### src/rtl/force_release_pkg.sv
// Shared types, gate-mode constants and the reduction helper for the
// force/release override controller.
package force_release_pkg;

  // Per-channel override state.
  typedef enum logic [1:0] {
    FREE   = 2'd0,
    FORCED = 2'd1,
    ORPHAN = 2'd2
  } chan_state_e;

  // Gate functions selectable through the MODE parameter.
  localparam int MODE_AND = 0;
  localparam int MODE_OR  = 1;
  localparam int MODE_XOR = 2;

  // Widest gate the reduction helper accepts; unused upper bits are ignored.
  localparam int MAX_NIN = 32;

  // Reduce the low 'nin' bits of 'bits' with the selected gate function.
  function automatic logic gate_reduce(input logic [MAX_NIN-1:0] bits,
                                       input int nin,
                                       input int mode);
    logic acc;
    acc = (mode == MODE_AND) ? 1'b1 : 1'b0;
    for (int i = 0; i < MAX_NIN; i++) begin
      if (i < nin) begin
        case (mode)
          MODE_AND: acc = acc & bits[i];
          MODE_OR:  acc = acc | bits[i];
          MODE_XOR: acc = acc ^ bits[i];
          default:  acc = 1'b0;
        endcase
      end else begin
        acc = acc;
      end
    end
    return acc;
  endfunction

endpackage

### src/rtl/force_release_chan.sv
// One override channel: FSM, force timer, held value, registered output,
// sticky orphan / spurious-release flags and a same-cycle fault-event pulse.
module force_release_chan
  import force_release_pkg::*;
#(
  parameter int NIN     = 3,
  parameter int MODE    = 0,
  parameter int TIMEOUT = 16
) (
  input  logic           clk,
  input  logic           rst_n,
  input  logic [NIN-1:0] data,
  input  logic           force_req,
  input  logic           force_val,
  input  logic           release_req,
  input  logic           orphan_clr,
  output logic           dout,
  output logic           forced,
  output logic           orphan,
  output logic           spur_rel,
  output logic           fault_evt
);

  localparam int TW = $clog2(TIMEOUT + 1);
  localparam logic [TW-1:0] TMAX = TW'(TIMEOUT);
  localparam logic [TW-1:0] TONE = TW'(1);

  chan_state_e          state_r;
  logic                 hold_r;
  logic [TW-1:0]        timer_r;
  logic [MAX_NIN-1:0]   pad_s;
  logic                 gate_s;
  logic                 orph_evt_s;
  logic                 spur_evt_s;

  // Zero-extend the channel inputs and reduce them with the configured gate.
  always_comb begin
    pad_s          = '0;
    pad_s[NIN-1:0] = data;
    gate_s         = gate_reduce(pad_s, NIN, MODE);
  end

  // Detect the two fault events: orphan entry and release while FREE.
  always_comb begin
    orph_evt_s = 1'b0;
    spur_evt_s = 1'b0;
    case (state_r)
      FREE: begin
        if (release_req && !force_req) begin
          spur_evt_s = 1'b1;
        end else begin
          spur_evt_s = 1'b0;
        end
      end
      FORCED: begin
        if (!force_req && !release_req && (timer_r == TMAX)) begin
          orph_evt_s = 1'b1;
        end else begin
          orph_evt_s = 1'b0;
        end
      end
      default: begin
        orph_evt_s = 1'b0;
        spur_evt_s = 1'b0;
      end
    endcase
    fault_evt = orph_evt_s | spur_evt_s;
  end

  // Channel FSM with timer, held value and next-state-based registered outputs.
  always_ff @(posedge clk or negedge rst_n) begin
    if (!rst_n) begin
      state_r <= FREE;
      hold_r  <= 1'b0;
      timer_r <= '0;
      dout    <= 1'b0;
      forced  <= 1'b0;
    end else begin
      case (state_r)
        FREE: begin
          if (force_req) begin
            // Force wins over a coincident release: no spurious flag here.
            state_r <= FORCED;
            hold_r  <= force_val;
            timer_r <= '0;
            dout    <= force_val;
            forced  <= 1'b1;
          end else begin
            dout    <= gate_s;
            forced  <= 1'b0;
          end
        end
        FORCED: begin
          if (release_req) begin
            // Release wins over a coincident force.
            state_r <= FREE;
            timer_r <= '0;
            dout    <= gate_s;
            forced  <= 1'b0;
          end else if (force_req) begin
            hold_r  <= force_val;
            timer_r <= '0;
            dout    <= force_val;
            forced  <= 1'b1;
          end else if (timer_r == TMAX) begin
            state_r <= ORPHAN;
            dout    <= hold_r;
            forced  <= 1'b1;
          end else begin
            timer_r <= timer_r + TONE;
            dout    <= hold_r;
            forced  <= 1'b1;
          end
        end
        ORPHAN: begin
          if (release_req) begin
            state_r <= FREE;
            timer_r <= '0;
            dout    <= gate_s;
            forced  <= 1'b0;
          end else if (force_req) begin
            state_r <= FORCED;
            hold_r  <= force_val;
            timer_r <= '0;
            dout    <= force_val;
            forced  <= 1'b1;
          end else begin
            dout    <= hold_r;
            forced  <= 1'b1;
          end
        end
        default: begin
          state_r <= FREE;
          timer_r <= '0;
          dout    <= gate_s;
          forced  <= 1'b0;
        end
      endcase
    end
  end

  // Sticky flags: a set event in the same cycle beats orphan_clr.
  always_ff @(posedge clk or negedge rst_n) begin
    if (!rst_n) begin
      orphan   <= 1'b0;
      spur_rel <= 1'b0;
    end else begin
      if (orph_evt_s) begin
        orphan <= 1'b1;
      end else if (orphan_clr) begin
        orphan <= 1'b0;
      end else begin
        orphan <= orphan;
      end
      if (spur_evt_s) begin
        spur_rel <= 1'b1;
      end else if (orphan_clr) begin
        spur_rel <= 1'b0;
      end else begin
        spur_rel <= spur_rel;
      end
    end
  end

endmodule

### src/rtl/force_release_ctrl.sv
// Multi-channel force/release override controller: CH channel instances
// plus a saturating counter of fault events across all channels.
module force_release_ctrl
  import force_release_pkg::*;
#(
  parameter int CH      = 4,
  parameter int NIN     = 3,
  parameter int MODE    = 0,
  parameter int TIMEOUT = 16,
  parameter int CNTW    = 8
) (
  input  logic              clk,
  input  logic              rst_n,
  input  logic [CH*NIN-1:0] data_in,
  input  logic [CH-1:0]     force_req,
  input  logic [CH-1:0]     force_val,
  input  logic [CH-1:0]     release_req,
  input  logic [CH-1:0]     orphan_clr,
  output logic [CH-1:0]     dout,
  output logic [CH-1:0]     forced,
  output logic [CH-1:0]     orphan,
  output logic [CH-1:0]     spur_rel,
  output logic [CNTW-1:0]   fault_cnt
);

  // Adder wide enough for the counter plus every channel faulting at once.
  localparam int SW = $clog2(CH + 1);
  localparam int AW = CNTW + SW;
  localparam logic [AW-1:0] CNT_MAX = AW'((2 ** CNTW) - 1);

  logic [CH-1:0]   fault_evt_s;
  logic [AW-1:0]   evt_sum_s;
  logic [AW-1:0]   cnt_sum_s;
  logic [CNTW-1:0] cnt_next_s;

  for (genvar c = 0; c < CH; c++) begin : g_chan
    force_release_chan #(
      .NIN     (NIN),
      .MODE    (MODE),
      .TIMEOUT (TIMEOUT)
    ) u_chan (
      .clk         (clk),
      .rst_n       (rst_n),
      .data        (data_in[c*NIN +: NIN]),
      .force_req   (force_req[c]),
      .force_val   (force_val[c]),
      .release_req (release_req[c]),
      .orphan_clr  (orphan_clr[c]),
      .dout        (dout[c]),
      .forced      (forced[c]),
      .orphan      (orphan[c]),
      .spur_rel    (spur_rel[c]),
      .fault_evt   (fault_evt_s[c])
    );
  end

  // Sum this cycle's fault events and saturate the running count.
  always_comb begin
    evt_sum_s = '0;
    for (int i = 0; i < CH; i++) begin
      evt_sum_s = evt_sum_s + AW'(fault_evt_s[i]);
    end
    cnt_sum_s = AW'(fault_cnt) + evt_sum_s;
    if (cnt_sum_s > CNT_MAX) begin
      cnt_next_s = CNT_MAX[CNTW-1:0];
    end else begin
      cnt_next_s = cnt_sum_s[CNTW-1:0];
    end
  end

  // Fault counter register; only reset clears it.
  always_ff @(posedge clk or negedge rst_n) begin
    if (!rst_n) begin
      fault_cnt <= '0;
    end else begin
      fault_cnt <= cnt_next_s;
    end
  end

endmodule
### config.mk
export PLATFORM = sky130hd
export DESIGN_NAME = force_release_ctrl
export DESIGN_NICKNAME = d
export VERILOG_FILES = /design/src/rtl/force_release_pkg.sv /design/src/rtl/force_release_chan.sv /design/src/rtl/force_release_ctrl.sv
export SDC_FILE = /design/constraint.sdc
export NUM_CORES = 1
export LEC_CHECK = 0
export CAP_MARGIN = 20
export CORE_MARGIN = 3
export CORE_UTILIZATION = 23
export DETAILED_ROUTE_END_ITERATION = 16
export SLEW_MARGIN = 20
export SYNTH_ARGS = -nofsm -noshare
export SYNTH_HDL_FRONTEND = slang
export SYNTH_SLANG_ARGS = --single-unit
### constraint.sdc
create_clock -name clk -period 5.3 [get_ports clk]
set_input_delay 1.06 -clock clk [delete_from_list [all_inputs] [get_ports clk]]
set_output_delay 1.06 -clock clk [all_outputs]
set_load 0.02 [all_outputs]
Word level (Yosys, flattened, before mapping)
Cells that the tools add are included.
{"block": "word_totals", "register_bits": 56, "input_bits": 30, "out_inout_bits": 24, "wordCells": 239}
{"block": "classes", "addsub": 8, "magnitude_cmp": 1, "eq_ne": 28, "mux": 113, "bitwise": 12, "reduce_logical": 48}
{"operator": "$mux 5", "count": 20}
{"operator": "$pmux 5 s3", "count": 4}
{"operator": "$mux 1", "count": 52}
{"operator": "$mux 2", "count": 20}
{"operator": "$pmux 1 s2", "count": 12}
{"operator": "$pmux 2 s3", "count": 4}
{"operator": "$reduce_bool 2->1", "count": 12}
{"operator": "$add 5x1->5 const B", "count": 4}
{"operator": "$eq 5x5->1 const B", "count": 4}
{"operator": "$ne 4x4->1 const B", "count": 4}
{"operator": "$reduce_and 2->1", "count": 8}
{"operator": "$logic_and 1x1->1", "count": 12}
{"operator": "$ne 3x2->1 const B", "count": 4}
{"operator": "$ne 3x3->1 const B", "count": 4}
{"operator": "$add 8x4->9", "count": 1}
{"operator": "$gt 9x8->1 const B", "count": 1}
{"operator": "$and 1x1->1", "count": 8}
{"operator": "$eq 2x1->1 const B", "count": 4}
{"operator": "$eq 2x2->1 const B", "count": 4}
{"operator": "$logic_not 1->1", "count": 8}
{"operator": "$logic_not 2->1", "count": 4}
{"operator": "$mux 8", "count": 1}
{"operator": "$ne 2x2->1 const B", "count": 4}
{"operator": "$reduce_or 2->1", "count": 4}
{"operator": "4 further kinds", "count": 7}

Depth between registers and ports, before layout
{"block": "depth", "word_depth": 12, "depth_mapped": 13, "depth_no_buf": 13}

By module
Synthesis repeated with hierarchy kept, for this count alone.
{"block": "unflattened", "cells_unflattened": 355, "hier_area_um2": 3540.9}
{"module": "force_release_chan (g_chan[0].u_chan ...)", "n_inst": 2, "cells_each": 78, "area_each_um2": 782.0, "seq_area_each_um2": 300.3}
{"module": "force_release_chan (g_chan[1].u_chan)", "n_inst": 1, "cells_each": 78, "area_each_um2": 775.7, "seq_area_each_um2": 300.3}
{"module": "force_release_chan (g_chan[3].u_chan)", "n_inst": 1, "cells_each": 79, "area_each_um2": 752.0, "seq_area_each_um2": 300.3}
{"module": "force_release_ctrl", "n_inst": 1, "cells_each": 42, "area_each_um2": 449.2, "seq_area_each_um2": 200.2}

Worst setup path after synthesis
OpenSTA, ideal clock, no wires.
{"block": "synth_path", "path_kind": "input to register", "from": "in force_req[2]", "to": "reg fault_cnt[7]", "setup_ps": 125, "t_arrival_ps": 3473, "required_ps": 5175, "setup_slack_ps": 1702, "cell_stages": 11, "path_buffers": 0, "cell_sequence": "nor4b_4 and3_2 a21oi_1 fa_1 fa_1 inv_1 fa_1 and3_1 and2_1 nand2b_1 mux2_2"}
{"block": "synth_between", "elab_chain_cells": 11, "word_cells_on_any_way": 14, "cone_classes": "add/sub (3); order compare (1); mux (5); bitwise (1); reduce/logical (4)"}
{"item": "start: declaration", "line_no": "force_release_ctrl.sv:15", "text": "input logic [CH-1:0] force_req,"}
{"item": "$logic_not 1->1 (*)", "line_no": "force_release_chan.sv:49, force_release_chan.sv:56"}
{"item": "$logic_and 1x1->1 (2 in a row)", "line_no": "force_release_chan.sv:56", "text": "if (!force_req && !release_req && (timer_r == TMAX)) begin"}
{"item": "$mux 1", "line_no": "force_release_chan.sv:56"}
{"item": "$mux 1", "line_no": "force_release_chan.sv:47", "text": "case (state_r)"}
{"item": "$or 1x1->1 (*)", "line_no": "force_release_chan.sv:67", "text": "fault_evt = orph_evt_s | spur_evt_s;"}
{"item": "$add 2x1->3 (*)", "line_no": "force_release_ctrl.sv:61", "text": "evt_sum_s = evt_sum_s + AW'(fault_evt_s[i]);"}
{"item": "$add 3x1->4 (*)", "line_no": "force_release_ctrl.sv:61"}
{"item": "$add 8x4->9 (*)", "line_no": "force_release_ctrl.sv:63", "text": "cnt_sum_s = AW'(fault_cnt) + evt_sum_s;"}
{"item": "$gt 9x8->1", "line_no": "force_release_ctrl.sv:64", "text": "if (cnt_sum_s > CNT_MAX) begin"}
{"item": "$mux 8 (*)", "line_no": "force_release_ctrl.sv:64"}
{"item": "named net cnt_next_s[7]", "line_no": "force_release_ctrl.sv:34", "text": "logic [CNTW-1:0] cnt_next_s;"}
{"item": "end signal: assignment", "line_no": "force_release_ctrl.sv:76", "text": "fault_cnt <= cnt_next_s;"}
{"item": "end: declaration", "line_no": "force_release_ctrl.sv:23", "text": "output logic [CNTW-1:0] fault_cnt"}
The timed path passes the listed nets; every way through them passes the cells marked *.
A chain may end at the register's enable or synchronous reset.

Worst setup path in the final report
Ends and elaborated chain as after synthesis.

==> flow_summary_export.csv <==
group,metric,value,unit
power,powerDensity,386,nW/µm²
drt,dr_wl_met3,357,µm
sta,drv_slew,0,
layout,area_growth,22.2,%
clock_network,clkLatencyLatePin,0.29,ns
synthesis,ys_warn_count,0,
drt,met2WireLength,3710,µm
clock_network,cts_tree,"yes",
floorplan,start_util,23.8,%
setup_path,cp-end-kind,"flip-flop",
synthesis,synth_area_leaders,"dfrtp_1 40%, ha_1 9.0%, buf_4 3.4%, inv_1 3.4%, a21oi_1 3.0%",
clock_network,cts_made_buffers,5,
clock_network,path_clk_slew,0.07,ns
setup_path,critPathLaunchType,"input port",
drt,top_layer,"met4",
setup_path,slowest_delay,0.66,ns
sta,relSlewSlack,51.4,%
sta,finalHoldViolations,0,
drt,wl,7580,µm
global_route,grt_pass1_wl,12700,µm
status,status,"finished clean",
clock_network,cts_hold_buf,0,
global_route,antenna_found_initial,0,
sta,worstMarginPinSlew,0.729,ns
synthesis,synth_edf_count,0,
synthesis,synth_cell_types,68,
synthesis,yosysSeqAreaShare,40.1,%
setup_path,critPathKind,"input port to flip-flop",
placement,place_ws,0.739,ns
setup_path,crit_path_start,"force_req[2]",
global_route,grt_max_degree,57,
synthesis,yosys.area.top_type,"dfrtp_1",
synthesis,synthCells,359,
global_route,grt-ovfl-total,0,
power,ir_worst_vdd,0.149,mV
min_path,hold_path.class,"flip-flop to flip-flop",
setup_path,worst-path-max-fanout,11,
sta,rsz0062_at_grt,"no",
sta,fin_crit_sh,79.7,%
floorplan,fp.dieW,129,µm
floorplan,core,14700,µm²
drt,first_iter_violations,161,
setup_path,r2r_start,"g_chan[2].u_chan.state_r[1]$_DFFE_PN0P_",
clock_network,cts_setup_buffers,0,
floorplan,top_level_ports,54,
setup_path,crit_cells,12,
clock_network,clockBufferDepth,2,
sta,tns,0,ns
drt,wl_met1,3420,µm
setup_path,crit_chain,"clkdlybuf4s50_1 -> nor4b_4 -> and3_2 -> a21oi_1 -> fa_1 -> fa_1 -> inv_1 -> fa_1 -> and3_1 -> and2_1 -> nand2b_1 -> mux2_2",
synthesis,synth_area,3490,µm²
drt,routedWlPerCell,13.0,µm
clock_network,htree_levels,2,
layout,nNetsFinal,455,
sta,fin_ws,1.08,ns
synthesis,synth_ff_type,"dfrtp_1",
sta,skew,0.00434,ns
setup_path,r2r_setup_slack,1.94,ns
sta,finalSetupViolCount,0,
sta,period_minus_slack,4.22,ns
drt,dr.pass1.iters,4,
synthesis,synth_top_area_share,40.1,%
setup_path,cpMostUsedCell,"fa_1",
setup_path,r2r_end,"fault_cnt[4]$_DFF_PN0_",
drt,via_per_inst,4.63,
setup_path,critPathSlowestCell,"clkdlybuf4s50_1",
power,power_leakage,1.84,nW
placement,gp_congestion,0.806,
clock_network,cts_resized,0,
floorplan,dieArea,16700,µm²
setup_path,cp_data_required_time,5.48,ns
synthesis,synth-async-reset-ratio,100,%
placement,dp_hpwl,5670,µm
drt,ant_nets,0,
run,maxCapViolations,0,
setup_path,crit_family,"simple AND/OR/NAND/NOR gates",
floorplan,fp-row-count,44,
layout,post-route-cell-area,4270,µm²
clock_network,clock_sinks,56,
synthesis,syn_nets,417,
drt,drc_errors,0,
placement,port_buffers,53,
clock_network,clockRootBuffer,"clkbuf_16",
drt,vias,2696,
layout,drive_gt1_share,7.54,%
setup_path,cp.arrival,4.41,ns
setup_path,reg2reg_depth,13,
setup_path,worst-path-buf-inv,2,
floorplan,die_h,129,µm
synthesis,ys_ff_latch,56,
synthesis,synth_area_per_cell,9.73,µm²
placement,dpl_cell_area,4110,µm²
layout,diodes,0,
global_route,grt_usage,9.36,%
setup_path,crit_path_end,"fault_cnt[7]$_DFF_PN0_",
sta,fmax,0.237,GHz
global_route,first_global_vias,2677,
==> worst min-delay path by stage <==
stage                                             start                                  end  slack (ns)  cells after the start
global route        g_chan[2].u_chan.hold_r$_DFFE_PN0P_  g_chan[2].u_chan.hold_r$_DFFE_PN0P_        0.52                      1
finish              g_chan[2].u_chan.hold_r$_DFFE_PN0P_  g_chan[2].u_chan.hold_r$_DFFE_PN0P_        0.49                      1
CTS                 g_chan[2].u_chan.hold_r$_DFFE_PN0P_  g_chan[2].u_chan.hold_r$_DFFE_PN0P_        0.50                      1
detailed placement  g_chan[3].u_chan.orphan$_DFFE_PN0P_  g_chan[3].u_chan.orphan$_DFFE_PN0P_        0.48                      1
global placement    g_chan[2].u_chan.hold_r$_DFFE_PN0P_  g_chan[2].u_chan.hold_r$_DFFE_PN0P_        0.48                      1
floorplan           g_chan[3].u_chan.orphan$_DFFE_PN0P_  g_chan[3].u_chan.orphan$_DFFE_PN0P_        0.45                      1
==> placed cells by master (no fill, tap or decap), types with 3 or more instances in the layout <==
master	instances
clkdlybuf4s50_1	52
nand2_1	23
fa_1	3
ha_1	25
nand3_1	13
nand2b_1	8
a22o_1	5
a21oi_1	21
o211ai_1	3
o22ai_1	6
a32o_1	3
nor2_1	23
xnor2_1	3
dfrtp_1	56
clkbuf_16	5
nand4b_1	3
mux2_2	6
inv_1	32
nor3_1	4
a31oi_1	4
nor2b_1	11
a22oi_1	3
xor2_1	5
o31ai_1	3
o21ai_0	16
a221oi_1	3
a211oi_1	3
==> cell usage after synthesis (all sizes together) (4+ instances only) <==
library cell / number
nand2b: 10
o22ai: 6
nor2: 24
o21ai: 19
mux2: 7
dfrtp: 56
nor2b: 11
ha: 25
a22o: 5
nor3: 4
a31oi: 4
a21oi: 21
buf: 19
nand3: 14
clkbuf: 4
xor2: 5
nand2: 23
inv: 32
==> metrics by stage <==
stage / total power, mW / utilization, % / cells / hold slack (ns)
after floorplan: 1.08 / - / 359 / 0.455
after global placement: 1.26 / 27.9 / 574 / 0.480
after detailed placement: 1.28 / 27.9 / 574 / 0.481
after CTS: 1.67 / 29.1 / 582 / 0.501
after global routing: 1.77 / 29.1 / 582 / 0.518
final: 1.65 / 29.1 / 582 / 0.494
==> final cells by class <==
type                    instances  area (µm²)
repair buffers                 54         533
clock inverters                 2        35.0
fillers                      1476       10400
clock buffers                   6         129
flip-flops and latches         56        1400
multi-input cells             248        1820
inverters                      32         120
well taps                     184         230
==> flip-flops by register name (all words and copies together) (netlist names) <==
signal                  flops
fault_cnt                   8
g_chan.u_chan.dout          4
g_chan.u_chan.forced        4
g_chan.u_chan.hold_r        4
g_chan.u_chan.orphan        4
g_chan.u_chan.spur_rel      4
g_chan.u_chan.state_r       8
g_chan.u_chan.timer_r      20
==> power by group <==
group / internal (mW) / total [mW] / switching, mW
Combinational: 0.311 / 0.661 / 0.350
Sequential: 0.525 / 0.606 / 0.0815
Clock: 0.223 / 0.380 / 0.157
Total: 1.06 / 1.65 / 0.588
==> metal layers <==
| metal | vias up | track usage (%) |
|---|---|---|
| met2 | 42 | 15.9 |
| met4 | 0 | 2.90 |
| met3 | 8 | 2.68 |
| li1 | 1333 | - |
| met1 | 1313 | 11.5 |
| met5 | - | 0 |
==> logic make-up (layout without fill, tap and decap cells) <==
family / after synthesis / count (layout) / share of synthesized area (%)
AOI/OAI and AO/OA: 95 / 95 / 18.6
xor gates and xnor gates: 8 / 8 / 2.01
adders and majority gates: 28 / 28 / 10.7
buffers and inverters: 55 / 94 / 7.73
DFF: 56 / 56 / 40.1
muxes: 8 / 8 / 2.54
and+or+nand+nor: 109 / 109 / 18.4
Power figures use the tool's default switching activity.
